[config.mk]
export PLATFORM = sky130hd
export DESIGN_NAME = fact_ctrl
export DESIGN_NICKNAME = d
export VERILOG_FILES = /design/src/rtl/fact_ctrl.sv
export SDC_FILE = /design/constraint.sdc
export NUM_CORES = 1
export LEC_CHECK = 0
export CORE_MARGIN = 1
export CORE_UTILIZATION = 30
export DETAILED_ROUTE_END_ITERATION = 12
export PLACE_DENSITY = 0.54
export SYNTH_ARGS = -nofsm -noshare
export SYNTH_HDL_FRONTEND = slang
export SYNTH_SLANG_ARGS = --single-unit
export TNS_END_PERCENT = 1
[constraint.sdc]
create_clock -name clk -period 1.5 [get_ports clk]
set_clock_uncertainty 0.15 [all_clocks]
set_input_delay 0.3 -clock clk [delete_from_list [all_inputs] [get_ports clk]]
set_output_delay 0.3 -clock clk [all_outputs]
set_load 0.03 [all_outputs]
[src/rtl/fact_ctrl.sv]
// fact_ctrl: Moore control FSM sequencing the factorial datapath.
// Inputs : clk, rst (sync, active high), go (start), n_gt_max (n > 12),
//          cnt_gt_1 (down-counter > 1).
// Outputs: cnt_ld, cnt_en, reg_sel, reg_ld, out_en (datapath strobes),
//          busy (not IDLE), done / err (sticky, registered).
module fact_ctrl #(
  parameter int unsigned MUL_LAT = 1
) (
  input  logic clk,
  input  logic rst,
  input  logic go,
  input  logic n_gt_max,
  input  logic cnt_gt_1,
  output logic cnt_ld,
  output logic cnt_en,
  output logic reg_sel,
  output logic reg_ld,
  output logic out_en,
  output logic busy,
  output logic done,
  output logic err
);
  typedef enum logic [2:0] {IDLE, CHECK, INIT, TEST, MUL, DONE, ERR} state_t;
  localparam logic [3:0] LAST = 4'(MUL_LAT - 1);
  state_t state_q, state_d;
  logic [3:0] wait_q, wait_d;
  logic done_q, done_d, err_q, err_d;
  logic mul_last;
  assign mul_last = wait_q == LAST;
  always_comb begin
    state_d = IDLE;
    wait_d  = wait_q;
    done_d  = done_q;
    err_d   = err_q;
    cnt_ld  = 1'b0;
    cnt_en  = 1'b0;
    reg_sel = 1'b0;
    reg_ld  = 1'b0;
    out_en  = 1'b0;
    case (state_q)
      IDLE: begin
        state_d = go ? CHECK : IDLE;
        done_d  = go ? 1'b0 : done_q;
        err_d   = go ? 1'b0 : err_q;
      end
      CHECK: state_d = n_gt_max ? ERR : INIT;
      INIT: begin
        cnt_ld  = 1'b1;
        reg_sel = 1'b1;
        reg_ld  = 1'b1;
        state_d = TEST;
      end
      TEST: begin
        wait_d  = '0;
        state_d = cnt_gt_1 ? MUL : DONE;
      end
      // Product capture and decrement happen together on the last wait cycle.
      MUL: begin
        wait_d  = wait_q + 4'd1;
        reg_ld  = mul_last;
        cnt_en  = mul_last;
        state_d = mul_last ? TEST : MUL;
      end
      DONE: begin
        out_en = 1'b1;
        done_d = 1'b1;
      end
      ERR: err_d = 1'b1;
      default: state_d = IDLE;
    endcase
  end
  always_ff @(posedge clk) begin
    if (rst) begin
      state_q <= IDLE;
      wait_q  <= '0;
      done_q  <= 1'b0;
      err_q   <= 1'b0;
    end else begin
      state_q <= state_d;
      wait_q  <= wait_d;
      done_q  <= done_d;
      err_q   <= err_d;
    end
  end
  assign busy = state_q != IDLE;
  assign done = done_q;
  assign err  = err_q;
endmodule
==> results.rst, run 1 <==
.. list-table::
   :header-rows: 1

   * - Metric
     - Value
   * - Status
     - finished with violations
   * - Violated checks
     - setup timing
   * - Setup repair after global routing missed its margin
     - true
   * - Synthesis-to-layout area growth
     - 69.0%
   * - Maximum level of the CTS H-tree
     - 1
   * - Remaining global-route overflow
     - 0
   * - Number of global-route vias before repair
     - 514
   * - Worst slew margin
     - 80.5%
   * - Critical path's slowest cell
     - dfxtp_2
   * - Number of clock buffers inserted by TritonCTS
     - 3
   * - Estimated wirelength of the detail-placed design
     - 1030 µm
   * - Avg Synthesized Cell Area
     - 8.20 µm²
   * - F_max
     - 558 MHz
   * - Synthesized cell area
     - 549 µm²
   * - Top Ports
     - 13
   * - Placer congestion estimate
     - 0.710
   * - Largest fanout of any net on the critical path
     - 3
   * - TritonCTS clock tree
     - done
   * - IR drop worst, VDD
     - 0.565 mV
   * - Cell type contributing the most total cell area after synthesis
     - dfxtp_1
   * - Reported leakage power
     - 0.394 nW
   * - Initial antenna violation count
     - 0
   * - Row count
     - 15
   * - Die Height
     - ~45 µm
   * - Reg-to-reg startpoint
     - wait_q[1]
   * - Worst slew pin tran
     - 0.294 ns
   * - Number of nets in the layout
     - approximately 100
   * - Final clock period utilization by the worst path
     - 119%
   * - Final Hold Slack
     - 0.371 ns
   * - Post-Route WL
     - approximately 1400 µm
   * - Overall die area
     - around 2000 µm²
   * - Area occupied by multi-input gates
     - 394 µm²
   * - # setup viols final
     - 8
   * - Post-synthesis share of cell area spent on xor and xnor gates
     - under 10%
   * - Post-synthesis register bit count
     - 9
   * - Compound-gate portion of the synthesized area
     - 16.6%
   * - Library cell with the highest instance count after synthesis
     - a21oi_1
   * - Setup crit end kind
     - output port
   * - Worst Slack Setup Final
     - -0.291 ns
   * - Cell family contributing the most delay on the critical path
     - simple AND/OR/NAND/NOR gates
   * - Starting DRT DRC Count
     - 9
   * - Final routed wire length divided by cell count
     - 11.2 µm
   * - Total power divided by cell area
     - 1040 nW/µm²
   * - Synth top cells by count
     - 13 x a21oi_1, 9 x dfxtp_1, 6 x inv_1, 5 x nand2_1, 5 x nor3_1
   * - Number of diodes added for antenna fixing
     - 0
   * - Number of optimization iterations in the first detailed-route pass
     - 2
   * - Clock sink total
     - 9
   * - Count of buffering cells on the critical path with inverters included
     - 3
   * - Number of pins exceeding their max-slew limit in the final report
     - 0
   * - EDFF count, synth
     - 0
   * - Asr flop ratio synth
     - 0%
   * - First-pass GRT wire length
     - around 2300 µm
   * - Longest individual stage delay on the worst path
     - 0.32 ns
   * - Pin count of the biggest net entering global routing
     - 9
   * - Clock transition at the register clock pins on the worst setup and hold paths after CTS
     - 0.06 ns
   * - Area of the core region
     - 1730 µm²
   * - # fillers
     - 168
   * - Buffers from clock root to sink, at most
     - 2
   * - Net count after synthesis
     - 74
   * - Number of warning messages in the yosys log
     - 0
   * - Remaining number of nets flagged by the antenna check after routing
     - 0
   * - Effective utilization at floorplan
     - 31.8%
   * - Clock root cell
     - clkbuf_4
   * - Max Cap Viol
     - 0
   * - Worst hold-check path type
     - reg2reg
   * - Clock Latency Late Sink
     - approximately 0.26 ns
   * - Final core utilization
     - a little over half
   * - Adder and majority gate portion of the synthesized area
     - 4.56%
   * - Overall die width
     - 44.8 µm
   * - Number of instances in the synthesized netlist
     - 67
   * - Critical Setup Path Class
     - reg2out
   * - Total global routing track utilization
     - between 10% and 20%
   * - Register area
     - 191 µm²
   * - Final hold vios
     - 0
   * - Dominant combinational cell family by area after synthesis
     - simple AND/OR/NAND/NOR gates
   * - Fin Setup TNS
     - -0.974 ns
   * - Via Count
     - 551
   * - Portion of synthesized cell area occupied by the leading cell type
     - between 30% and 40%
   * - Worst Min Path Start
     - done
   * - Sequence of cells on the critical path
     - inv_2, ha_4, nor3b_4, nand2_1, inv_1, buf_6
   * - Required time worst endpoint
     - 1.05 ns
   * - Synth Area in Simple Gates
     - 29.4%
   * - Arrival time reported for the critical path endpoint
     - 1.34 ns
   * - Portion of the post-synthesis area used by sequential elements
     - 32.8%
   * - Vias per cell
     - 4.55
   * - Multiplexer share of the synthesized area
     - 3.87%
   * - Time the worst path needs with I/O delays and setup
     - 1.79 ns
   * - Distinct cell type count after synthesis
     - 27
   * - Top FF cell, synth
     - dfxtp_1
   * - Share of final-layout standard cells stronger than drive strength 1
     - 49.0%
   * - Largest cells by area after synthesis
     - dfxtp_1 33%, a21oi_1 12%, ha_1 4.6%
   * - Kind of launch point of the worst setup path
     - flop
   * - Final routed DRC violation total
     - 0
   * - Source of the critical timing path
     - wait_q[1]
   * - IO buf count
     - 12
## path summary, 6_finish.rpt
path / end / cells past startpoint / slack (ns)
setup / recovery: cnt_en / 6 / -0.29
hold / removal: done / 2 / 0.37
setup reg to reg: state_q[1] / 8 / -0.09
hold reg to reg: done / 2 / 0.37
## kinds of logic (layout without fill, tap and decap cells)
family | Yosys count | in the layout
compound gates | 16 | 16
simple gates | 26 | 26
fa+ha+maj | 2 | 2
mux | 2 | 2
buf+inv | 11 | 40
xor+xnor | 1 | 1
flops | 9 | 9
## worst register-to-register path: cells and delay by family, from the launching register on
| kind | cells | cell delay (ns) |
|---|---|---|
| adders and majority gates | 1 | 0.12 |
| AOI/OAI and AO/OA | 1 | 0.10 |
| DFF | 1 | 0.32 |
| buffers and inverters | 4 | 0.45 |
| and+or+nand+nor | 2 | 0.38 |
## state kept, by name, indices dropped and copies added (netlist names)
register and count:
err 1, done 1, state_q 3, wait_q 4
## where the power goes
group / total, mW / leakage [nW] / internal (mW) / switching (mW)
logic: 0.472 / 0.304 / 0.228 / 0.244
clock network: 0.188 / 0.0150 / 0.103 / 0.0859
registers: 0.302 / 0.0758 / 0.262 / 0.0393
total: 0.962 / 0.394 / 0.594 / 0.369
## placed cells by master, fill, tap and decap left out, types with 2 or more instances in the layout
cell type | netlist | layout
dfxtp_4 | 0 | 2
a21oi_1 | 13 | 10
nor2_1 | 3 | 2
dfxtp_2 | 0 | 3
inv_1 | 6 | 3
dfxtp_1 | 9 | 4
nor2b_1 | 2 | 2
nor4_1 | 2 | 2
inv_2 | 0 | 3
nand2b_1 | 2 | 2
buf_4 | 1 | 18
buf_6 | 2 | 6
a21oi_2 | 0 | 2
clkdlybuf4s15_1 | 0 | 2
nor2_4 | 0 | 2
nor3_4 | 0 | 2
nand2_1 | 5 | 5
clkdlybuf4s50_1 | 0 | 4
clkbuf_4 | 0 | 3
nor3_1 | 5 | 3
## stage by stage
| step | total power, mW | std cells | setup WS (ns) | cell area, µm² |
|---|---|---|---|---|
| 6_report | 0.962 | 121 | -0.291 | 928 |
| 5_1_grt | 1.03 | 121 | -0.368 | 928 |
| 2_1_floorplan | 0.567 | 67 | -0.0347 | 584 |
| 3_3_place_gp | 0.703 | 116 | -0.160 | 806 |
| 4_1_cts | 0.950 | 120 | -0.272 | 886 |
| 3_5_place_dp | 0.708 | 116 | -0.155 | 806 |
## what timing repair did
| item | in CTS | in global routing |
|---|---|---|
| hold buffers | 0 | 0 |
| resized for setup | 18 | 11 |
| setup endpoints to repair | 9 | 11 |
| pin swaps | 2 | 2 |
| buffers inserted | 1 | 1 |
| cloned | 0 | 0 |
## layout make-up
cell class / count / area share, %
Multi-Input combinational cell: 47 / 42.5
Sequential cell: 9 / 20.6
Clock buffer: 4 / 2.83
Timing Repair Buffer: 30 / 28.3
Inverter: 6 / 2.43
Tap cell: 25 / 3.37
## layer usage
metal | track usage, % | vias to the layer above | share of wire (%) | routed length (µm)
met5 | 0 | - | 0 | 0
met4 | 5.45 | 0 | 0.74 | 10
met3 | 5.60 | 2 | 5.0 | 68
li1 | - | 289 | - | -
met2 | 28.8 | 12 | 49 | 662
met1 | 18.0 | 248 | 46 | 619
Power figures use the tool's default switching activity.
==> run 2: changes to the inputs <==
--- a/config.mk
+++ b/config.mk
@@ -5,10 +5,10 @@
 export SDC_FILE = /design/constraint.sdc
 export NUM_CORES = 1
 export LEC_CHECK = 0
-export CORE_MARGIN = 1
 export CORE_UTILIZATION = 30
 export DETAILED_ROUTE_END_ITERATION = 12
 export PLACE_DENSITY = 0.54
+export SKIP_LAST_GASP = 1
 export SYNTH_ARGS = -nofsm -noshare
 export SYNTH_HDL_FRONTEND = slang
 export SYNTH_SLANG_ARGS = --single-unit
==> run 2 against run 1 <==
The flow still finishes with violations (setup timing); clock power decreased by 3%; critical endpoint unchanged; count of clock-buffer cells in the layout unchanged; maximum frequency increased by 0.56%; combinational power decreased by 7.4%; via count decreased by 2.5%; worst hold slack about the same; largest cell class unchanged; utilization decreased by 3.0 points; sequential share of layout area increased by 0.35 points.
==> results.rst, run 2 (synthesis gave the netlist of run 1 again) <==
.. list-table::
   :header-rows: 1

   * - Metric
     - Value
   * - Number of stages on the worst hold path
     - 2
   * - Time the worst path needs with I/O delays and setup
     - approximately 1.8 ns
   * - Area of the core region
     - 1730 µm²
   * - Maximum level of the CTS H-tree
     - 1
   * - Kind of launch point of the worst setup path
     - flop
   * - Required time worst endpoint
     - 1.05 ns
   * - IO buf count
     - 12
   * - Worst slew pin tran
     - 0.301 ns
   * - Overall die area
     - 2010 µm²
   * - Hold bufs inserted after CTS
     - 0
   * - Biggest regs
     - wait_q x4, state_q x3
   * - Pin count of the biggest net entering global routing
     - 9
   * - Count of buffering cells on the critical path with inverters included
     - 3
   * - Final core utilization
     - 50.8%
   * - Worst hold-check path type
     - reg2reg
   * - Grt met3 use
     - 5.60%
   * - Critical path's slowest cell
     - dfxtp_2
   * - Number of cells on the worst reg-to-reg path
     - 3
   * - Clock sink total
     - 9
   * - F_max
     - approximately 560 MHz
   * - Register name with the most flops
     - wait_q
   * - IR drop worst, VDD
     - 0.583 mV
   * - Via Count
     - 537
   * - Setup crit end kind
     - output port
   * - Remaining number of nets flagged by the antenna check after routing
     - 0
   * - Number of pins exceeding their max-slew limit in the final report
     - 0
   * - Number of clock buffers inserted by TritonCTS
     - 3
   * - Worst Slack Setup Final
     - -0.281 ns
   * - # setup viols final
     - 9
   * - Post-layout total power
     - 912 µW
   * - Met2 Use GR
     - 28.2%
   * - Total global routing track utilization
     - 16.2%
   * - Post-Route WL
     - 1350 µm
   * - Top Ports
     - 13
   * - Remaining global-route overflow
     - 0
   * - Worst slew margin
     - 79.9%
   * - Status
     - finished with violations
   * - Clock Latency Late Sink
     - around 0.25 ns
   * - Final clock period utilization by the worst path
     - 119%
   * - Reg-to-reg startpoint
     - wait_q[2]
   * - Capturing point of the worst reg2reg path
     - wait_q[3]
   * - Number of optimization iterations in the first detailed-route pass
     - 2
   * - Post-route standard cell area excluding fillers
     - between 800 and 900 µm²
   * - Final routed wire length divided by cell count
     - 11.2 µm
   * - Overall die width
     - 44.8 µm
   * - Met1 Usage GRT
     - 18.3%
   * - Placer congestion estimate
     - 0.710
   * - Starting DRT DRC Count
     - 8
   * - Initial antenna violation count
     - 0
   * - Final Instance Count excl. Fillers
     - 120
   * - Die Height
     - approximately 45 µm
   * - Total power divided by cell area
     - around 1000 nW/µm²
   * - Setup repair after global routing missed its margin
     - true
   * - Highest-count cells in the layout ignoring fill and taps
     - 21 x buf_4, 12 x a21oi_1, 6 x dfxtp_1, 6 x clkdlybuf4s50_1, 5 x nand2_1
   * - Row count
     - 15
   * - Number of diodes added for antenna fixing
     - 0
   * - Flip-flop count of the largest register after layout
     - 4
   * - Worst-case register-to-register setup slack
     - -0.04 ns
   * - Highest-utilization routing layer at the global route stage
     - met2
   * - Commonest non-fill, non-tap cell in the layout
     - buf_4
   * - Violated checks
     - setup timing
   * - Number of instances in the placed design
     - between 100 and 150
   * - Clock root cell
     - clkbuf_4
   * - Final Hold Slack
     - roughly 0.37 ns
   * - Worst Min Path Start
     - done
   * - Final routed DRC violation total
     - 0
   * - TritonCTS clock tree
     - done
   * - Sequence of cells on the critical path
     - inv_2, ha_4, nor3b_4, nand2_1, inv_1, buf_6
   * - Register area
     - 184 µm²
   * - Largest fanout of any net on the critical path
     - 3
   * - Number of global-route vias before repair
     - 511
   * - Post-detailed-placement cell area
     - 806 µm²
   * - Effective utilization at floorplan
     - 31.8%
   * - Post-placement worst setup slack
     - -0.155 ns
   * - Cell family contributing the most delay on the critical path
     - simple AND/OR/NAND/NOR gates
   * - Estimated wirelength of the detail-placed design
     - 1030 µm
   * - Reported leakage power
     - 0.380 nW
   * - # fillers
     - 183
   * - Arrival time reported for the critical path endpoint
     - roughly 1.3 ns
   * - Fin Setup TNS
     - -1.52 ns
   * - Share of final-layout standard cells stronger than drive strength 1
     - 43.2%
   * - Synthesis-to-layout area growth
     - 59.7%
   * - Area occupied by multi-input gates
     - 373 µm²
   * - Vias per cell
     - 4.48
   * - Hold Path Sink
     - done
   * - Final hold vios
     - 0
   * - Number of nets in the layout
     - between 100 and 150
   * - First-pass GRT wire length
     - approximately 2300 µm
   * - Critical Setup Path Class
     - reg2out
   * - Max Cap Viol
     - 0
   * - Buffers from clock root to sink, at most
     - 2
   * - Clock transition at the register clock pins on the worst setup and hold paths after CTS
     - 0.06 ns
   * - Longest individual stage delay on the worst path
     - 0.32 ns
## run 2: power breakdown
part	leakage, nW	internal (mW)	switching, mW	total, mW
sequential	0.0744	0.260	0.0329	0.292
clock	0.0150	0.102	0.0802	0.182
combinational	0.290	0.204	0.233	0.437
total	0.380	0.566	0.346	0.912
## run 2: final cells by class
class                   instances  share of cell area, %
clock buffers                   4                   3.00
repair buffers                 29                   27.4
well taps                      25                   3.57
multi-input cells              47                   42.5
flip-flops and latches          9                   21.0
inverters                       6                   2.57
## run 2: layer usage
metal / vias to the layer above / routed length (µm)
met5: - / 0
met4: 0 / 0
met3: 0 / 62
met2: 10 / 674
met1: 241 / 609
li1: 286 / -
## run 2: what timing repair did
item / in CTS / in global routing
buffers inserted: 1 / 0
endpoints found under the setup margin: 9 / 11
resized for setup: 7 / 5
pin swaps: 2 / 2
## run 2: worst min-delay path, delay by kind of cell (launching register included)
| kind | cells | cell delay [ns] |
|---|---|---|
| AOI/OAI and AO/OA | 1 | 0.11 |
| DFF | 1 | 0.32 |
| and+or+nand+nor | 1 | 0.05 |
## run 2: how the worst max path moves through the flow
| stage | start | endpoint | slack (ns) | cells past startpoint |
|---|---|---|---|---|
| 2_1_floorplan | wait_q[0] | reg_ld | -0.03 | 5 |
| 3_3_place_gp | go | err | -0.16 | 4 |
| 3_5_place_dp | wait_q[0] | reg_ld | -0.16 | 7 |
| 4_1_cts | wait_q[0] | cnt_en | -0.27 | 6 |
| 5_1_grt | wait_q[1] | cnt_en | -0.38 | 6 |
| 6_report | wait_q[1] | cnt_en | -0.28 | 6 |
